$ cat src/rtl/muldiv_stall_unit.sv
// Iterative 16-cycle multiply/divide unit for the EX stage.
// Holds the pipeline via stop while busy and pulses done with the result.
module muldiv_stall_unit #(
    parameter int DATA_WIDTH = 16,
    parameter int REG_WIDTH  = 4
) (
    input  logic                  clk,
    input  logic                  rst,
    input  logic                  start_E,
    input  logic [1:0]            op_E,
    input  logic [DATA_WIDTH-1:0] a_E,
    input  logic [DATA_WIDTH-1:0] b_E,
    input  logic                  kill,
    output logic                  stop,
    output logic                  done,
    output logic [DATA_WIDTH-1:0] result_lo,
    output logic [DATA_WIDTH-1:0] result_hi
);

    localparam int W  = DATA_WIDTH;
    localparam int CW = $clog2(DATA_WIDTH) + 1;

    localparam logic [1:0] OP_MULU = 2'b00;
    localparam logic [1:0] OP_MULS = 2'b01;
    localparam logic [1:0] OP_RSVD = 2'b11;

    // The destination index travels in the pipeline registers, not here.
    if (REG_WIDTH < 1) begin : g_bad_reg_width
    end

    typedef enum logic [1:0] {
        IDLE,
        CALC,
        DONE
    } state_t;

    state_t          state_q;
    state_t          state_d;
    logic [CW-1:0]   cnt_q;
    logic [1:0]      op_q;
    logic            sign_q;
    logic [W-1:0]    opb_q;
    logic [W-1:0]    hi_q;
    logic [W-1:0]    lo_q;
    logic [W-1:0]    res_lo_q;
    logic [W-1:0]    res_hi_q;

    logic            valid_start;
    logic            last;
    logic [W:0]      mul_sum;
    logic [W:0]      div_sh;
    logic            div_ge;
    logic [W-1:0]    div_df;
    logic [W-1:0]    hi_n;
    logic [W-1:0]    lo_n;
    logic [2*W-1:0]  prod;
    logic [2*W-1:0]  fin;
    logic [W-1:0]    a_abs;
    logic [W-1:0]    b_abs;

    assign valid_start = start_E && (op_E != OP_RSVD);
    assign last        = (cnt_q == CW'(DATA_WIDTH - 1));
    assign a_abs       = a_E[W-1] ? -a_E : a_E;
    assign b_abs       = b_E[W-1] ? -b_E : b_E;

    // hi/lo double as {acc_hi, multiplier} for MUL and {rem, dividend} for DIV.
    always_comb begin
        mul_sum = {1'b0, hi_q} + (lo_q[0] ? {1'b0, opb_q} : '0);
        div_sh  = {hi_q, lo_q[W-1]};
        div_ge  = (div_sh >= {1'b0, opb_q});
        div_df  = div_sh[W-1:0] - opb_q;
        hi_n    = mul_sum[W:1];
        lo_n    = {mul_sum[0], lo_q[W-1:1]};
        if (op_q[1]) begin
            hi_n = div_ge ? div_df : div_sh[W-1:0];
            lo_n = {lo_q[W-2:0], div_ge};
        end
        prod = {hi_n, lo_n};
        fin  = prod;
        if (op_q == OP_MULS && sign_q) begin
            fin = -prod;
        end
    end

    always_comb begin
        state_d = state_q;
        unique case (state_q)
            IDLE: begin
                if (!kill && valid_start) begin
                    state_d = CALC;
                end
            end
            CALC: begin
                if (kill) begin
                    state_d = IDLE;
                end else if (last) begin
                    state_d = DONE;
                end
            end
            DONE:    state_d = IDLE;
            default: state_d = IDLE;
        endcase
    end

    assign stop = !kill &&
                  ((state_q == IDLE && valid_start) || state_q == CALC);
    assign done = (state_q == DONE);

    always_ff @(posedge clk) begin
        if (rst) begin
            state_q  <= IDLE;
            cnt_q    <= '0;
            op_q     <= OP_MULU;
            sign_q   <= 1'b0;
            opb_q    <= '0;
            hi_q     <= '0;
            lo_q     <= '0;
            res_lo_q <= '0;
            res_hi_q <= '0;
        end else begin
            state_q <= state_d;
            if (state_q == CALC && state_d == CALC) begin
                cnt_q <= cnt_q + 1'b1;
            end else begin
                cnt_q <= '0;
            end
            if (state_q == IDLE && state_d == CALC) begin
                op_q <= op_E;
                hi_q <= '0;
                if (op_E == OP_MULS) begin
                    lo_q   <= a_abs;
                    opb_q  <= b_abs;
                    sign_q <= a_E[W-1] ^ b_E[W-1];
                end else begin
                    lo_q   <= a_E;
                    opb_q  <= b_E;
                    sign_q <= 1'b0;
                end
            end
            if (state_q == CALC && !kill) begin
                hi_q <= hi_n;
                lo_q <= lo_n;
                if (last) begin
                    res_lo_q <= fin[W-1:0];
                    res_hi_q <= fin[2*W-1:W];
                end
            end
        end
    end

    assign result_lo = res_lo_q;
    assign result_hi = res_hi_q;

endmodule

$ cat config.mk
export PLATFORM = sky130hd
export DESIGN_NAME = muldiv_stall_unit
export DESIGN_NICKNAME = d
export VERILOG_FILES = /design/src/rtl/muldiv_stall_unit.sv
export SDC_FILE = /design/constraint.sdc
export NUM_CORES = 1
export LEC_CHECK = 0
export CAP_MARGIN = 25
export CORE_ASPECT_RATIO = 1.4
export CORE_MARGIN = 3
export CORE_UTILIZATION = 30
export DETAILED_ROUTE_END_ITERATION = 12
export PLACE_DENSITY_LB_ADDON = 0.05
export REMOVE_ABC_BUFFERS = 1
export SETUP_SLACK_MARGIN = 0.3
export SLEW_MARGIN = 20
export SYNTH_ARGS = -nofsm -noshare
export SYNTH_HDL_FRONTEND = slang
export SYNTH_SLANG_ARGS = --single-unit
$ cat constraint.sdc
create_clock -name clk -period 4 [get_ports clk]
set_input_delay 0.8 -clock clk [delete_from_list [all_inputs] [get_ports clk]]
set_output_delay 0.8 -clock clk [all_outputs]
set_load 0.02 [all_outputs]
==> results of run 1 <==
registers in the layout (all words and copies together) (netlist names):
signal	flops
hi_q	16
lo_q	16
opb_q	16
result_hi	16
result_lo	16
cnt_q	5
op_q	2
state_q	2
sign_q	1
metal layers:
metal	part of all wire	GRT usage	vias up
met5	0	0	-
met4	0.037	0.0846	0
met3	0.024	0.0237	41
met2	0.53	0.368	108
met1	0.41	0.233	3406
li1	-	-	3569
stage by stage:
step	area, sq um	utilization	std cells
3_3_place_gp	8390	0.368	1317
6_report	9120	0.400	1344
2_1_floorplan	6810	-	881
3_5_place_dp	8390	0.368	1317
4_1_cts	8740	0.384	1332
5_1_grt	9120	0.400	1344
area by class of cell:
type,count,share of cell area
Timing Repair Buffer,147,0.141
Clock buffer,12,0.0270
Multi-Input combinational cell,752,0.569
Inverter,39,0.0161
Clock inverter,3,0.00439
Tap cell,301,0.0413
Sequential cell,90,0.201
worst paths after layout:
kind             from             to  slack (ps)
min          cnt_q[0]       cnt_q[0]         450
max          opb_q[3]  result_hi[15]         450
max reg2reg  opb_q[3]  result_hi[15]         450
min reg2reg  cnt_q[0]       cnt_q[0]         450
Yosys cell counts (21+ instances only):
master / instances / area share
nand2_1: 103 / 0.055
nor2_1: 124 / 0.066
mux2i_1: 23 / 0.033
a21oi_1: 68 / 0.049
nor3_1: 21 / 0.015
ha_1: 37 / 0.066
o21ai_0: 31 / 0.022
xor2_1: 36 / 0.045
a211oi_1: 23 / 0.025
inv_1: 39 / 0.021
xnor2_1: 27 / 0.034
clkbuf_1: 39 / 0.021
dfxtp_1: 90 / 0.26
power by group through the flow:
stage	Clock [uW]	Sequential, uW	Combinational, uW
CTS	912	941	658
detailed placement	0	962	647
finish	877	943	705
global placement	0	961	652
floorplan	0	957	363
global route	943	946	768
timing repair:
action	CTS	global route
buffers inserted	0	12
hold buffers	0	0
setup endpoints to repair	8	14
gates resized for setup	12	63
pin swaps	2	21
cell families (layout without fill, tap and decap cells):
family | count (synthesis) | in the layout | share of synthesized area
adder cells (fa/ha/maj) | 39 | 39 | 0.0717
buffers and inverters | 89 | 201 | 0.0503
multiplexers | 29 | 29 | 0.0424
AO/OA/AOI/OAI | 252 | 252 | 0.248
flip-flops | 90 | 90 | 0.257
AND/OR/NAND/NOR | 369 | 369 | 0.253
XOR/XNOR | 63 | 63 | 0.0786
==> metrics.md, run 1 <==
| Metric | Value |
|---|---|
| Status | completed |
| Placement Setup Slack | 73.6 ps |
| Initial DRC count | roughly 340 |
| Layout Nets | between 1000 and 1500 |
| Worst path slowest cell | or4_4 |
| CP startpoint kind | flip-flop |
| Die Area | 25300 sq um |
| Die width | approximately 140 um |
| Htree depth | 3 |
| Ys async rst share | 0 |
| Crit path depth | 12 |
| Worst-path clk slew | about 70 ps |
| Ports | 72 |
| Cell area after synthesis | 7020 sq um |
| Relative slew slack | 0.493 |
| First-pass GRT wire length | about 40000 um |
| CTS max path bufs | 2 |
| Worst hold stages | 1 |
| Seq. cell area | roughly 1800 sq um |
| Period minus WS final | about 3500 ps |
| Share of cells above drive strength 1 | 0.167 |
| CP cell instances | inv_1, ha_4, nand3_4, or4_4, a21oi_4, nor3_4, or4_4, a2111oi_4, nand4_1, o41ai_2, or2_1, a31oi_1 |
| Syn_area_per_cell | 7.54 sq um |
| Hpwl dp | between 15000 and 20000 um |
| Count of antenna-violating nets left after detailed routing | 0 |
| Critical Path AT | ~3800 ps |
| GPL Wtd Cong | 0.860 |
| Site Rows | between 60 and 70 |
| Leak | ~0.0035 uW |
| Max-cap violations | 0 |
| RSZ-0062 raised after global routing | true |
| DRC | 0 |
| Most frequent cells in the layout | nor2_1, nand2_1, buf_4, dfxtp_1, clkdlybuf4s50_1 |
| Fin crit share | 0.887 |
| Wire per inst | between 15 and 20 um |
| Total power | 2520 uW |
| Gate Count Post-Synth | approximately 930 |
| CTS Sinks | 90 |
| Multi-input logic area | between 5000 and 6000 sq um |
| Die Y | between 150 and 200 um |
| FF+latch count, synth | 90 |
| Library cells used by synthesis | just under 80 |
| Post-route worst setup slack | ~450 ps |
| Routed wire length | approximately 26000 um |
| Highest Clock Rate | between 200 and 300 MHz |
| Setup_tns | 0 ps |
| Seq/Total Area, Yosys | 0.257 |
| DR vias/cell | between 5 and 6 |
| Diode count | 0 |
| TritonRoute pass-1 iters | 5 |
| Sw frac | 0.318 |
| Overflow after GRT | 0 |
| WP buf/inv | 1 |
| DR vias | 7124 |
| VDD IR max | about 230 uV |
| Count of pins over their slew limit | 0 |
| P&R area growth vs syn | 29.9% |
| Crit path largest cell delay | about 560 ps |
| Power Internal | between 1500 and 2000 uW |
| CP Data Required Time | 4220 ps |
| Crit path kind | flip-flop to flip-flop |
| FILL cells | roughly 2400 |
| Vias in the first global route | just over 7000 |
| Setup violations, final | 0 |
| Net switching power | between 800 and 900 uW |
| Starting Density | 0.308 |
| Worst slew pin tran | 760 ps |
| Flop pwr share | 0.373 |
| Num CTS Buffers | 9 |
| Clock root cell | clkbuf_16 |
| Antenna violations before repair | 0 |
| Comb pwr share | 0.279 |
| Minimum hold slack | about 450 ps |
| Global-route usage over all layers | 0.201 |
| Synth Flop Type | dfxtp_1 |
| Post-synth EDFFs | 0 |
| Pwr dens | 277 nW/um^2 |
| CP Max Fanout | 6 |
| Most common cell after layout, fill and taps aside | nor2_1 |
| Hold WC Path Type | flip-flop to flip-flop |
| Worst R2R Path Depth | 12 |
| Clock share of power | 0.347 |
| CP delay by family, top | simple AND/OR/NAND/NOR gates |
| TritonCTS clock tree | done |
| Worst path most repeated cell | or4_4 |
| Final Hold Fails | 0 |
| Worst setup EP type | flip-flop |
| Ys Warns | 0 |
| Max Clock Skew | roughly 14 ps |
| CORE AREA | between 20000 and 25000 sq um |
| Largest net degree at the start of global routing | 54 |
| Port Buffer Count | 71 |
| Clock Latency Late Sink | about 360 ps |
Note: power is estimated with default switching activity, not from simulation.
==> run 2: changes to the inputs <==
- CORE_MARGIN: 3 -> 1.5
==> run 2 against run 1 <==
Effect of this change:
- maximum frequency shrank 0.23%
- sequential cell count stayed put
- register-to-register slack about the same
- clock-buffer cell count stayed put
- non-clock buffer count shrank 2
- clock power decreased by 3.6%
- first-iteration DRC count is 21% higher
==> metrics.md, run 2 (same netlist as run 1, synthesis figures left out) <==
| Metric | Value |
|---|---|
| Status | completed (unchanged) |
| Initial DRC count | 407 (was 335) |
| P&R area growth vs syn | 28.1% (was 29.9%) |
| DRC | 0 (unchanged) |
| CTS Sinks | 90 (unchanged) |
| Most common cell after layout, fill and taps aside | nor2_1 (unchanged) |
| Count of pins over their slew limit | 0 (unchanged) |
| Worst setup EP type | flip-flop (unchanged) |
| Worst R2R Path Depth | 12 (unchanged) |
| Worst-path clk slew | 70 ps (about the same) |
| Antenna violations before repair | 0 (unchanged) |
| Starting Density | 0.303 (was 0.308) |
| Port Buffer Count | 71 (unchanged) |
| Hpwl dp | 19900 um (was 19500 um) |
| Placement Setup Slack | 98.7 ps (was 73.6 ps) |
| Count of antenna-violating nets left after detailed routing | 0 (unchanged) |
| Placed Area | 8450 sq um (was 8390 sq um) |
| Worst slew pin tran | 853 ps (was 760 ps) |
| CP startpoint kind | flip-flop (unchanged) |
| CP cell instances | inv_1, ha_4, nand3_1, or4_4, a21oi_4, nor3_4, or4_4, a2111oi_4, nand4_1, o31ai_2, xor2_1, a21oi_1 (was inv_1, ha_4, nand3_4, or4_4, a21oi_4, nor3_4, or4_4, a2111oi_4, nand4_1, o41ai_2, or2_1, a31oi_1) |
| FILL cells | 2458 (was 2425) |
| Clock root cell | clkbuf_16 (unchanged) |
| Max-cap violations | 0 (unchanged) |
| Num CTS Buffers | 9 (unchanged) |
| Setup violations, final | 0 (unchanged) |
| CP Data Required Time | 4250 ps (was 4220 ps) |
| Max Clock Skew | 8.02 ps (was 14.2 ps) |
| VDD IR max | 202 uV (was 235 uV) |
| DR vias/cell | 5.26 (was 5.30) |
| WP buf/inv | 1 (unchanged) |
| Most frequent cells in the layout | nor2_1, nand2_1, dfxtp_1, buf_4, clkdlybuf4s50_1 (was nor2_1, nand2_1, buf_4, dfxtp_1, clkdlybuf4s50_1) |
| Clock Latency Late Sink | 360 ps (about the same) |
| Wire per inst | 19.1 um (was 19.0 um) |
| Hold WC Path Type | flip-flop to flip-flop (unchanged) |
| Die Y | 184 um (was 187 um) |
| Site Rows | 66 (was 65) |
| Crit path depth | 12 (unchanged) |
| Relative slew slack | 0.431 (was 0.493) |
| CORE AREA | 23100 sq um (was 22800 sq um) |
| Largest net degree at the start of global routing | 45 (was 54) |
| DR vias | 7080 (was 7124) |
| Global-route usage over all layers | 0.214 (was 0.201) |
| Setup_tns | 0 ps (unchanged) |
| Highest Clock Rate | 281 MHz (was 282 MHz) |
| Period minus WS final | 3560 ps (was 3550 ps) |
| Worst hold stages | 1 (unchanged) |
| Leak | 0.00343 uW (was 0.00345 uW) |
| Die Area | 24300 sq um (was 25300 sq um) |
| CP delay by family, top | simple AND/OR/NAND/NOR gates (unchanged) |
| Overflow after GRT | 0 (unchanged) |
| Final Hold Fails | 0 (unchanged) |
| Pwr dens | 275 nW/um^2 (was 277 nW/um^2) |
| CTS max path bufs | 2 (unchanged) |
| Layout Nets | 1114 (was 1116) |
| Post-CTS Hold Buffers | 0 (unchanged) |
| Worst path slowest cell | or4_4 (unchanged) |
| Htree depth | 3 (unchanged) |
| Die width | 132 um (was 135 um) |
| Crit path kind | flip-flop to flip-flop (unchanged) |
| Share of cells above drive strength 1 | 0.145 (was 0.167) |
| Vias in the first global route | 7188 (was 7106) |
| Ports | 72 (unchanged) |
| Routed wire length | 25700 um (was 25500 um) |
| Fin crit share | 0.890 (was 0.887) |
| Diode count | 0 (unchanged) |
| Critical Path AT | 3810 ps (was 3770 ps) |
| TritonRoute pass-1 iters | 5 (unchanged) |
| GPL Wtd Cong | 0.873 (was 0.860) |
| CP Max Fanout | 5 (was 6) |
| TritonCTS clock tree | done (unchanged) |
| Worst path most repeated cell | or4_4 (unchanged) |
| RSZ-0062 raised after global routing | true (unchanged) |
| Post-route worst setup slack | 442 ps (was 450 ps) |
| First-pass GRT wire length | 40000 um (was 39800 um) |
| Fin area | 8990 sq um (was 9120 sq um) |
| Crit path largest cell delay | 580 ps (was 560 ps) |
run 2: changes by cell type in the layout (fill, tap and decap cells not counted), sizes merged:
cell      before  now
bufinv         1    0
clkinv         2    0
inv           39   40
clkinvlp       0    2
buf           77   75
run 2: worst register-to-register path, stage by stage (launching register included):
cell and delay, ps:
dfxtp_1 340, inv_1 80, ha_4 290, nand3_1 120, or4_4 580, a21oi_4 230
nor3_4 90, or4_4 520, a2111oi_4 450, nand4_1 230, o31ai_2 280, xor2_1 180
a21oi_1 80
run 2: report_power, final:
part           switching (uW)  total (uW)  leakage [uW]  internal, uW
clock network             390         845      0.000131           455
logic                     393         685       0.00256           292
registers                25.7         943      0.000734           917
run 2: repair_timing:
| action | CTS | global route |
|---|---|---|
| pin swaps | 0 | 9 |
| resized for setup | 3 | 46 |
| setup buffers | 0 | 1 |
| setup endpoints to repair | 8 | 11 |
run 2: area by class of cell:
cell class | count | area (sq um) | area share
inverters | 39 | 146 | 0.0163
multi-input cells | 752 | 5100 | 0.567
repair buffers | 145 | 1260 | 0.140
clock inverters | 3 | 23.8 | 0.00264
well taps | 306 | 383 | 0.0426
clock buffers | 12 | 256 | 0.0285
flip-flops and latches | 90 | 1820 | 0.202
run 2: worst paths after layout:
path / startpoint / slack [ps] / to
worst max-delay path: opb_q[4] / 440 / result_hi[14]
worst min-delay path: cnt_q[0] / 450 / cnt_q[0]
worst max register to register: opb_q[4] / 440 / result_hi[14]
worst min register to register: cnt_q[0] / 450 / cnt_q[0]
run 2: metrics by stage:
stage                     hold WS [ps]  std cells   util  total power, uW
after floorplan                    418        881      -             1320
after global placement             434       1331  0.366             1620
after detailed placement           442       1331  0.366             1610
after CTS                          451       1346  0.378             2470
after global routing               464       1347  0.389             2600
final                              449       1347  0.389             2470
run 2: layer usage:
metal / wire length [um] / vias up / global-route usage
met2: 13500 / 120 / 0.403
met1: 10800 / 3352 / 0.241
met4: 962 / 0 / 0.0967
met5: 0 / - / 0
li1: - / 3564 / -
met3: 518 / 44 / 0.0245
